## src/rtl/fpu_mul_seq.sv

```systemverilog
// fpu_mul_seq: sequential IEEE-754 multiplier (binary32 or binary64).
// Special operands resolve in UNPACK; normal operands go through an M-cycle
// radix-2 shift-add mantissa multiply, then one cycle each of normalise and
// round-to-nearest-even. Subnormal inputs are read as zero and results
// that would be subnormal are flushed to zero.
// Optional feature: define FPU_MUL_FLAGS_EN to add the 4-bit Flags output
// {invalid, overflow, underflow, inexact}.
module fpu_mul_seq #(
    parameter int unsigned PRECISION = 32
) (
    input  logic                 Clk,
    input  logic                 Reset,
    input  logic [PRECISION-1:0] A,
    input  logic [PRECISION-1:0] B,
    input  logic                 InValid,
    output logic                 InReady,
    output logic [PRECISION-1:0] Result,
    output logic                 OutValid,
    input  logic                 OutReady
`ifdef FPU_MUL_FLAGS_EN
    ,
    output logic [3:0]           Flags
`endif
);

    localparam int unsigned EW = (PRECISION == 64) ? 11 : 8;
    localparam int unsigned M  = (PRECISION == 64) ? 53 : 24;
    localparam int unsigned FW = M - 1;
    localparam int unsigned XW = EW + 2;
    localparam int unsigned PW = 2 * M;
    localparam int unsigned CW = $clog2(M);

    localparam logic [XW-1:0] BIAS    = XW'((1 << (EW - 1)) - 1);
    localparam logic [XW-1:0] EXP_MAX = XW'((1 << EW) - 1);
    localparam logic [PRECISION-1:0] QNAN = {1'b0, {(PRECISION-1){1'b1}}};

    typedef enum logic [2:0] {
        IDLE, UNPACK, MULT, NORM, ROUND, DONE
    } state_t;

    state_t                 state_q, state_d;
    logic [PRECISION-1:0]   a_q, a_d, b_q, b_d;
    logic                   sign_q, sign_d;
    logic [XW-1:0]          exp_q, exp_d;
    logic [PW-1:0]          mcand_q, mcand_d;
    logic [M-1:0]           mplier_q, mplier_d;
    logic [PW-1:0]          prod_q, prod_d;
    logic [CW-1:0]          cnt_q, cnt_d;
    logic [M-1:0]           mant_q, mant_d;
    logic                   g_q, g_d, r_q, r_d, s_q, s_d;
    logic [PRECISION-1:0]   res_q, res_d;
    logic [PRECISION-1:0]   result_d;
    logic                   out_valid_d, in_ready_d;

    // Operand field decode and special-case classification
    logic [EW-1:0] ea_c, eb_c;
    logic [FW-1:0] fa_c, fb_c;
    logic          a_zero_c, b_zero_c, a_inf_c, b_inf_c, a_nan_c, b_nan_c;
    logic          nan_c, spec_c, spec_sign_c;
    logic [PRECISION-1:0] spec_res_c;

    // Rounding datapath
    logic          round_up_c;
    logic [M:0]    sum_c;
    logic [FW-1:0] frac_r_c;
    logic [XW-1:0] exp_r_c;
    logic          ovf_c, unf_c;
    logic [PRECISION-1:0] rnd_res_c;

    // Classify captured operands; build the result for special cases
    always_comb begin
        ea_c     = a_q[PRECISION-2 -: EW];
        eb_c     = b_q[PRECISION-2 -: EW];
        fa_c     = a_q[FW-1:0];
        fb_c     = b_q[FW-1:0];
        a_zero_c = (ea_c == '0);
        b_zero_c = (eb_c == '0);
        a_inf_c  = (&ea_c) && (fa_c == '0);
        b_inf_c  = (&eb_c) && (fb_c == '0);
        a_nan_c  = (&ea_c) && (fa_c != '0);
        b_nan_c  = (&eb_c) && (fb_c != '0);
        nan_c    = a_nan_c || b_nan_c || (a_zero_c && b_inf_c) || (a_inf_c && b_zero_c);
        spec_c   = a_zero_c || b_zero_c || a_inf_c || b_inf_c || a_nan_c || b_nan_c;
        spec_sign_c = a_q[PRECISION-1] ^ b_q[PRECISION-1];
        if (nan_c)
            spec_res_c = QNAN;
        else if (a_inf_c || b_inf_c)
            spec_res_c = {spec_sign_c, {EW{1'b1}}, {FW{1'b0}}};
        else
            spec_res_c = {spec_sign_c, {(PRECISION-1){1'b0}}};
    end

    // Round to nearest even, renormalise on carry-out, then range check
    always_comb begin
        round_up_c = g_q && (r_q || s_q || mant_q[0]);
        sum_c      = {1'b0, mant_q} + (M+1)'(round_up_c);
        if (sum_c[M]) begin
            frac_r_c = sum_c[FW:1];
            exp_r_c  = exp_q + XW'(1);
        end else begin
            frac_r_c = sum_c[FW-1:0];
            exp_r_c  = exp_q;
        end
        unf_c = exp_r_c[XW-1] || (exp_r_c == '0);
        ovf_c = !exp_r_c[XW-1] && (exp_r_c >= EXP_MAX);
        if (ovf_c)
            rnd_res_c = {sign_q, {EW{1'b1}}, {FW{1'b0}}};
        else if (unf_c)
            rnd_res_c = {sign_q, {(PRECISION-1){1'b0}}};
        else
            rnd_res_c = {sign_q, exp_r_c[EW-1:0], frac_r_c};
    end

    // Next-state and datapath update logic
    always_comb begin
        state_d     = state_q;
        a_d         = a_q;
        b_d         = b_q;
        sign_d      = sign_q;
        exp_d       = exp_q;
        mcand_d     = mcand_q;
        mplier_d    = mplier_q;
        prod_d      = prod_q;
        cnt_d       = cnt_q;
        mant_d      = mant_q;
        g_d         = g_q;
        r_d         = r_q;
        s_d         = s_q;
        res_d       = res_q;
        result_d    = Result;
        out_valid_d = OutValid;

        case (state_q)
            IDLE: begin
                if (InValid && InReady) begin
                    a_d     = A;
                    b_d     = B;
                    state_d = UNPACK;
                end
            end
            UNPACK: begin
                sign_d = spec_sign_c;
                if (spec_c) begin
                    res_d   = spec_res_c;
                    state_d = DONE;
                end else begin
                    exp_d    = XW'(ea_c) + XW'(eb_c) - BIAS;
                    mcand_d  = PW'({1'b1, fa_c});
                    mplier_d = {1'b1, fb_c};
                    prod_d   = '0;
                    cnt_d    = '0;
                    state_d  = MULT;
                end
            end
            MULT: begin
                if (mplier_q[0])
                    prod_d = prod_q + mcand_q;
                mcand_d  = mcand_q << 1;
                mplier_d = mplier_q >> 1;
                cnt_d    = cnt_q + CW'(1);
                if (cnt_q == CW'(M - 1))
                    state_d = NORM;
            end
            NORM: begin
                if (prod_q[PW-1]) begin
                    mant_d = prod_q[PW-1 -: M];
                    g_d    = prod_q[M-1];
                    r_d    = prod_q[M-2];
                    s_d    = |prod_q[M-3:0];
                    exp_d  = exp_q + XW'(1);
                end else begin
                    mant_d = prod_q[PW-2 -: M];
                    g_d    = prod_q[M-2];
                    r_d    = prod_q[M-3];
                    s_d    = |prod_q[M-4:0];
                end
                state_d = ROUND;
            end
            ROUND: begin
                res_d   = rnd_res_c;
                state_d = DONE;
            end
            DONE: begin
                if (!OutValid) begin
                    result_d    = res_q;
                    out_valid_d = 1'b1;
                end else if (OutReady) begin
                    out_valid_d = 1'b0;
                    state_d     = IDLE;
                end
            end
            default: state_d = IDLE;
        endcase

        in_ready_d = (state_d == IDLE);
    end

    // State and datapath registers with synchronous reset
    always_ff @(posedge Clk) begin
        if (Reset) begin
            state_q  <= IDLE;
            a_q      <= '0;
            b_q      <= '0;
            sign_q   <= 1'b0;
            exp_q    <= '0;
            mcand_q  <= '0;
            mplier_q <= '0;
            prod_q   <= '0;
            cnt_q    <= '0;
            mant_q   <= '0;
            g_q      <= 1'b0;
            r_q      <= 1'b0;
            s_q      <= 1'b0;
            res_q    <= '0;
            Result   <= '0;
            OutValid <= 1'b0;
            InReady  <= 1'b0;
        end else begin
            state_q  <= state_d;
            a_q      <= a_d;
            b_q      <= b_d;
            sign_q   <= sign_d;
            exp_q    <= exp_d;
            mcand_q  <= mcand_d;
            mplier_q <= mplier_d;
            prod_q   <= prod_d;
            cnt_q    <= cnt_d;
            mant_q   <= mant_d;
            g_q      <= g_d;
            r_q      <= r_d;
            s_q      <= s_d;
            res_q    <= res_d;
            Result   <= result_d;
            OutValid <= out_valid_d;
            InReady  <= in_ready_d;
        end
    end

`ifdef FPU_MUL_FLAGS_EN
    logic [3:0] fl_q, fl_d, flags_d;

    // Exception flags: computed alongside res_q, published with Result
    always_comb begin
        fl_d    = fl_q;
        flags_d = Flags;
        case (state_q)
            UNPACK:  fl_d = {nan_c, 3'b000};
            ROUND:   fl_d = {1'b0, ovf_c, unf_c, g_q | r_q | s_q | ovf_c | unf_c};
            DONE:    if (!OutValid) flags_d = fl_q;
            default: ;
        endcase
    end

    // Flag registers
    always_ff @(posedge Clk) begin
        if (Reset) begin
            fl_q  <= '0;
            Flags <= '0;
        end else begin
            fl_q  <= fl_d;
            Flags <= flags_d;
        end
    end
`endif

endmodule

```

## config.mk

```make
export PLATFORM = sky130hd
export DESIGN_NAME = fpu_mul_seq
export DESIGN_NICKNAME = d
export VERILOG_FILES = /design/src/rtl/fpu_mul_seq.sv
export SDC_FILE = /design/constraint.sdc
export NUM_CORES = 1
export LEC_CHECK = 0
export ABC_AREA = 0
export CAP_MARGIN = 20
export CORE_UTILIZATION = 25
export DETAILED_ROUTE_END_ITERATION = 6
export GPL_ROUTABILITY_DRIVEN = 0
export SYNTH_ARGS = -nofsm -noshare
export SYNTH_HDL_FRONTEND = slang
export SYNTH_SLANG_ARGS = --single-unit
```

## constraint.sdc

```tcl
create_clock -name Clk -period 4.4 [get_ports Clk]
set_clock_uncertainty 0.1 [all_clocks]
set_input_delay 0.88 -clock Clk [delete_from_list [all_inputs] [get_ports Clk]]
set_output_delay 0.88 -clock Clk [all_outputs]
set_load 0.02 [all_outputs]
```

# --- Word-level counts from Yosys, hierarchy flattened ---
# Index checks and enable logic that the tools add are counted.
totals:
  reg_bits: 296
  inputBits: 68
  out_inout_bits: 34
  word_cells: 112
op_classes:
  add_sub_neg: 6
  order_cmp: 1
  n_eq_ne: 10
  mux: 32
  n_bitwise: 2
  n_reduce_logical: 44
op_table:
  columns: ["cell", "n"]
  rows:
  - ["one-hot mux 48 bit (2 select lines)", 2]
  - ["2-to-1 mux 48 bit", 3]
  - ["2-to-1 mux 31 bit", 3]
  - ["2-to-1 mux 32 bit", 2]
  - ["one-hot mux 32 bit (2 select lines)", 1]
  - ["adder 48 bit", 1]
  - ["2-to-1 mux 24 bit", 2]
  - ["one-hot mux 24 bit (2 select lines)", 1]
  - ["zero test 23 bit", 2]
  - ["nonzero test 23 bit", 2]
  - ["2-to-1 mux 10 bit", 3]
  - ["adder 24 x 1 -> 25 bit", 1]
  - ["2-to-1 mux 23 bit", 1]
  - ["OR reduction 22 bit", 1]
  - ["OR reduction 21 bit", 1]
  - ["one-hot mux 10 bit (2 select lines)", 1]
  - ["one-hot mux 3 bit (6 select lines)", 1]
  - ["zero test 8 bit", 2]
  - ["AND reduction 8 bit", 2]
  - ["2-to-1 mux 3 bit", 5]
  - ["logical OR 1 bit", 12]
  - ["adder 10 x 1 -> 10 bit, second input constant", 1]
  - ["greater-or-equal comparator 10 x 8 -> 1 bit, second input constant", 1]
  - ["zero test 10 bit", 1]
  - ["19 further kinds", 43]

# --- Logic depth before layout (Yosys ltp) ---
# Gate-level depths: netlist of the first run.
depth:
  word_depth: 10
  ltp_mapped: 15
  ltp_nobuf: 15

# --- Worst setup path after synthesis of the first run ---
# OpenSTA, ideal clock, no wires.
synth_path:
  kind: "register -> register"
  startpoint: "register g_q"
  endpoint: "register res_q[0]"
  setup_ns: 0.117
  t_arrival_ns: 3.083
  t_required_ns: 4.183
  path_slack_ns: 1.100
  stages_incl_launch_ff: 15
  n_path_buf: 1
  synth_period_minus_slack_ns: 3.300
  cell_sequence: "dfxtp_1 and2_1 ha_1 and3_1 nand3_1 nor3_2 nand3_1 nor3_1 a31oi_1 or4_1 and2_1 a21oi_1 or2_1 buf_2 nor2_1"
synth_between:
  elab_chain_cells: 8
  word_cells_on_any_way: 12
  classes_between: "1 x add/sub; 1 x order compare; 5 x mux; 5 x reduce/logical"
synth_lines:
  columns: ["element", "line", "rtl"]
  rows:
  - ["start, declared", "50", "logic g_q, g_d, r_q, r_d, s_q, s_d;"]
  - ["start signal, assigned", "229", "g_q <= g_d;"]
  - ["logical AND 1 bit *", "95", "round_up_c = g_q && (r_q || s_q || mant_q[0]);"]
  - ["adder 24 x 1 -> 25 bit *", "96", "sum_c = {1'b0, mant_q} + (M+1)'(round_up_c);"]
  - ["branches (longest 4 deep; another with greater-or-equal comparator 10 x 8 -> 1 bit)", null, null]
  - ["2-to-1 mux 31 bit *", "106", "if (ovf_c)"]
  - ["one-hot mux 32 bit (2 select lines) *", "133", "case (state_q)"]
  - ["end signal, assigned", "232", "res_q <= res_d;"]
  - ["end, declared", "51", "logic [PRECISION-1:0] res_q, res_d;"]
# Mark *: on every way between the ends.
# A chain may end at the register's enable or synchronous reset.

# --- Worst setup path after layout of the first run ---
layout_path:
  startpoint: "register g_q"
  endpoint: "register res_q[22]"
# Same word-level chain as after synthesis.

==> flow_summary_export.csv, run 1 <==
group,metric,value,unit
floorplan,core_area,0.0591,mm2
grt,antenna_found_initial,0,
floorplan,initial_utilization,25.3,%
worst_setup_path,critPathBufInv,0,
logic_synthesis,ys_async_sr_fraction,0,%
floorplan,rows,89,
drt,drt_pass1_iterations,7,
logic_synthesis,ys_top_cells_by_area,"dfxtp_1 40%, nand2_1 9.4%, a21oi_1 6.2%",
floorplan,io_pins,102,
flow_run,cap_violations,0,
power,power.density,438,mW/mm2
layout,antenna_cells,0,
worst_setup_path,slowest_delay,500,ps
worst_hold_path,timing.hold.worst.class,"flop to flop",
clock_tree,clkSinkCount,296,
worst_setup_path,worstPathArrival,4150,ps
sta,worstMarginPinSlew,994,ps
drt,wirelength,39500,um
clock_tree,clk_latency,530,ps
layout,final-seq-area,0.00593,mm2
status,outcome,"complete, but fails checks",
clock_tree,cts_hold_buf,0,
layout,utilization,30.0,%
clock_tree,cts_tree,"yes",
floorplan,die_w,247,um
logic_synthesis,ys.flop_type,"dfxtp_1",
logic_synthesis,synthCells,1874,
drt,drc,14,
placed_design,dp_worst_setup_slack,552,ps
worst_setup_path,crit_path_max_fanout,12,
sta,period_share,87.6,%
logic_synthesis,seq_area_frac_synth,39.5,%
sta,max_slew_margin,33.7,%
sta,setup_tns,0,ps
grt,grt_max_degree,114,
grt,grtUsageMet3,1.65,%
sta,rsz0062_at_grt,"false",
logic_synthesis,ys_ff_latch,296,
sta,maxSlewViolCount,0,
layout,fillerInstances,6189,
grt,grt_pass1_wl,65200,um
logic_synthesis,syn_nets,2009,
logic_synthesis,synth-edff-count,0,
sta,fmax,259,MHz
floorplan,dieHeight,247,um
grt,grt_pass1_vias,12800,
logic_synthesis,synth_top_cell_area_share,39.5,%
placed_design,post-dp-hpwl,28300,um
worst_setup_path,critPathRequiredTime,4700,ps
logic_synthesis,yosysWarnings,0,
drt,wl_per_cell,14.6,um
layout,syn2layout_area_growth,18.4,%
sta,setup_viol,0,
worst_setup_path,worstSetupEndpointType,"flop",
worst_setup_path,rrSetupSlack,550,ps
sta,whs,355,ps
drt,vias,13200,
clock_tree,root_buffer,"clkbuf_16",
drt,ant_nets,0,
sta,fin_ws,546,ps
drt,drtIter0Drc,821,
logic_synthesis,yosys.cell_count.top_type,"nand2_1",
layout,instances_no_fill,2699,
clock_tree,htreeDepth,2,
grt,grt_overflow,0,
power,ir_worst_vdd,0.210,mV
sta,fin_crit,3850,ps
logic_synthesis,yosys.area.top_type,"dfxtp_1",
layout,drive_above_1_share,6.02,%
power,leakage,6.54,nW
status,violations,"DRC",
logic_synthesis,ys_types,77,
clock_tree,clock_path_buffers,3,
sta,hold_viol_final,0,
worst_setup_path,cp_slowest_cell,"or4_1",
clock_tree,postCtsResizedCells,0,
grt,grt-busiest-layer,"met2",
grt,grt_util_met2,21.8,%
grt,groute.usage.overall,12.9,%
layout,multi_input_area,0.00838,mm2
logic_synthesis,avgSynthCellArea,8.00,um2
worst_setup_path,critPathKind,"flop to flop",
worst_setup_path,crit_family,"simple AND/OR/NAND/NOR gates",
floorplan,dieArea,0.0609,mm2
clock_tree,numCtsBuffers,35,
clock_tree,clk_pin_slew,60,ps
clock_tree,cts_setup_buffers,0,
logic_synthesis,synth_common_cells,"374 x nand2_1, 296 x dfxtp_1, 185 x a21oi_1, 185 x nor2_1, 106 x clkbuf_1",
placed_design,place_inst,2635,
grt,grtUsageMet1,17.0,%
logic_synthesis,syn_area,0.0150,mm2
worst_setup_path,startpoint_type,"flop",
placed_design,io_buffers,101,
drt,viasPerCell,4.89,
layout,nets,2034,
worst_setup_path,crit_chain,"and2_1 -> ha_1 -> and3_1 -> nand3_1 -> nor3_2 -> nand3_1 -> nor3_1 -> a31oi_1 -> or4_1 -> and2_1 -> a21oi_1 -> or2_1 -> nor3_1",
per-layer routing:
layer / vias to the layer above / part of all wire (%)
li1: 6675 / -
met1: 6194 / 47
met2: 271 / 47
met3: 55 / 4.3
met4: 0 / 2.0
met5: - / 0
state kept, by name, indices dropped and copies added, names as in the netlist:
signal and flops:
InReady 1, g_q 1, cnt_q 5, mcand_q 48, mplier_q 24, state_q 3
Result 32, r_q 1, prod_q 48, res_q 32, s_q 1, sign_q 1
mant_q 24, exp_q 10, a_q 32, OutValid 1, b_q 32
layout by cell type, fill, tap and decap left out, types with 6 or more instances in the layout:
master / netlist / routed
a22o_1: 30 / 30
xnor2_1: 52 / 52
nor2_1: 185 / 183
nand3_1: 36 / 36
clkinv_2: 0 / 10
inv_1: 29 / 29
clkdlybuf4s50_1: 0 / 100
o21bai_1: 8 / 8
nand4_1: 21 / 21
a21o_1: 36 / 36
o211ai_1: 8 / 8
a311oi_1: 49 / 49
ha_1: 65 / 65
a21oi_1: 185 / 185
mux2i_1: 27 / 27
nand2_1: 374 / 374
xor2_1: 30 / 30
dfxtp_1: 296 / 296
o21ai_0: 54 / 54
a211oi_1: 31 / 31
nor2b_1: 10 / 10
a22oi_1: 18 / 18
buf_4: 2 / 18
and3_1: 14 / 14
a31oi_1: 17 / 17
clkbuf_8: 4 / 8
clkbuf_16: 0 / 36
o22ai_1: 23 / 23
nor4_1: 26 / 25
a221oi_1: 6 / 6
nor3_1: 35 / 35
layout make-up:
cell class	instances	share of cell area, %
multi-input combinational	1417	47.2
sequential	296	33.4
timing repair buffer	120	6.55
clock buffer	47	5.76
tap	773	5.45
clock inverter	17	1.02
inverter	29	0.613
report_power, final:
part / internal, mW / switching, mW / total, mW
logic: 0.587 / 0.991 / 1.58
registers: 2.97 / 0.247 / 3.22
clock network: 1.82 / 1.17 / 2.99
total: 5.38 / 2.41 / 7.78
path summary, 6_finish.rpt:
kind                            startpoint   endpoint  cells after the start
worst max-delay path                   g_q  res_q[22]                     13
worst min register to register   Result[6]  Result[6]                      2
worst max register to register         g_q  res_q[22]                     13
worst min-delay path             Result[6]  Result[6]                      2
per-stage QoR:
stage,total power [mW],instance area [um2]
2_1_floorplan,4.35,15000
3_3_place_gp,4.81,16500
3_5_place_dp,4.85,16500
4_1_cts,7.86,17700
5_1_grt,8.20,17700
6_report,7.78,17700
worst min-delay path: stages, from the launching register on:
cell and delay [ps]:
dfxtp_1 310, nand2_1 50, a21oi_1 50
cells by family after synthesis:
family / after synthesis / synth area share (%)
muxes: 29 / 1.95
AOI/OAI and AO/OA: 493 / 21.7
xor gates and xnor gates: 82 / 4.79
adders and majority gates: 67 / 5.69
DFF: 296 / 39.5
and+or+nand+nor: 746 / 21.6
buffers and inverters: 161 / 4.70
No activity file was read; power rests on OpenSTA's default activity.
==> inputs of run 2 (changes only) <==
--- a/config.mk
+++ b/config.mk
@@ -6,7 +6,8 @@
 export NUM_CORES = 1
 export LEC_CHECK = 0
 export ABC_AREA = 0
-export CAP_MARGIN = 20
+export CAP_MARGIN = 0
+export CORE_MARGIN = 2
 export CORE_UTILIZATION = 25
 export DETAILED_ROUTE_END_ITERATION = 6
 export GPL_ROUTABILITY_DRIVEN = 0
==> flow_summary_export.csv, run 2 (synthesis gave the netlist of run 1 again) <==
group,metric,value,unit
placed_design,dp_worst_setup_slack,585,ps
clock_tree,clock_path_buffers,3,
power,leakage,6.47,nW
layout,syn2layout_area_growth,17.7,%
worst_setup_path,worstPathArrival,4120,ps
clock_tree,htreeDepth,2,
sta,maxSlewViolCount,0,
layout,layout_commonest_cell,"nand2_1",
power,ir_worst_vdd,0.223,mV
clock_tree,root_buffer,"clkbuf_16",
grt,grt_pass1_wl,64800,um
drt,drtIter0Drc,843,
clock_tree,cts_setup_buffers,0,
drt,vias,13200,
drt,wl_per_cell,14.6,um
worst_hold_path,timing.hold.worst.class,"flop to flop",
drt,drt_pass1_iterations,5,
grt,groute.usage.overall,12.4,%
sta,max_slew_margin,19.9,%
layout,utilization,29.8,%
status,outcome,"finished clean",
sta,setup_viol,0,
placed_design,post-dp-hpwl,28300,um
floorplan,core_area,0.0591,mm2
flow_run,cap_violations,0,
sta,whs,354,ps
worst_setup_path,critPathKind,"flop to flop",
clock_tree,cts_hold_buf,0,
layout,antenna_cells,0,
clock_tree,postCtsResizedCells,0,
clock_tree,cts_tree,"yes",
floorplan,io_pins,102,
floorplan,die_w,249,um
worst_setup_path,crit_path_max_fanout,12,
power,power.density,431,mW/mm2
layout,reg.largest.list,"mcand_q: 48 flops, prod_q: 48 flops",
clock_tree,clkSinkCount,296,
floorplan,dieHeight,249,um
sta,setup_tns,0,ps
sta,fin_crit,3820,ps
worst_setup_path,rrSetupSlack,580,ps
drt,viasPerCell,4.91,
sta,hold_viol_final,0,
grt,antenna_found_initial,0,
sta,fin_ws,578,ps
layout,drive_above_1_share,5.42,%
placed_design,placed_cell_area,0.0165,mm2
drt,ant_nets,0,
worst_setup_path,critPathRequiredTime,4700,ps
sta,worstMarginPinSlew,1200,ps
drt,drc,0,
floorplan,dieArea,0.0619,mm2
grt,grt_max_degree,140,
layout,layout_common_cells,"374 x nand2_1, 296 x dfxtp_1, 185 x a21oi_1, 183 x nor2_1, 100 x clkdlybuf4s50_1",
worst_setup_path,startpoint_type,"flop",
sta,rsz0062_at_grt,"false",
layout,design_area,0.0176,mm2
placed_design,io_buffers,101,
clock_tree,clk_pin_slew,60,ps
drt,wirelength,39300,um
grt,grt_pass1_vias,12600,
floorplan,rows,89,
worst_setup_path,worstSetupEndpointType,"flop",
layout,nets,2029,
grt,grt_overflow,0,
floorplan,initial_utilization,25.3,%
clock_tree,numCtsBuffers,34,
sta,period_share,86.9,%
sta,fmax,262,MHz
clock_tree,clk_latency,530,ps
-- run 2: cell types whose count changed in the layout (fill, tap and decap cells not counted), sizes merged --
cell,change
bufinv,-2
clkinvlp,+1
clkinv,-6
inv,-1
buf,-4
clkbuf,+4
-- run 2: final cells by class --
type | count | area [um2]
Clock buffer | 51 | 1050
Sequential cell | 296 | 5930
Fill cell | 6185 | 41500
Clock inverter | 9 | 75.1
Timing Repair Buffer | 116 | 1140
Inverter | 29 | 109
Tap cell | 773 | 967
Multi-Input combinational cell | 1417 | 8380
-- run 2: worst paths after layout --
kind / startpoint / endpoint / depth (start not counted)
max: g_q / res_q[12] / 13
min: Result[4] / Result[4] / 2
max reg2reg: g_q / res_q[12] / 13
min reg2reg: Result[4] / Result[4] / 2
-- run 2: critical path: stages, from the launching register on --
cell and delay, ps:
dfxtp_1 360, and2_1 180, ha_1 180, and3_1 220, nand3_1 250, nor3_2 410
nand3_1 360, nor3_1 270, a31oi_1 60, or4_1 510, and2_1 220, a21oi_1 120
or2_1 340, nor3_1 100
-- run 2: per-layer routing --
metal	global-route usage, %	vias up	wire length, um
met1	16.1	6189	18200
met3	1.88	55	1640
li1	-	6686	-
met2	21.0	279	18700
met5	0	-	0
met4	3.65	0	750
-- run 2: through the flow --
stage | power, mW | std cells
final | 7.60 | 2691
after global routing | 8.00 | 2691
after CTS | 7.69 | 2691
after detailed placement | 4.85 | 2631
after global placement | 4.81 | 2631
after floorplan | 4.35 | 1874
-- run 2: power breakdown --
group / total, mW / switching, mW / internal, mW
registers: 3.22 / 0.242 / 2.97
logic: 1.57 / 0.986 / 0.588
clock network: 2.81 / 1.11 / 1.70
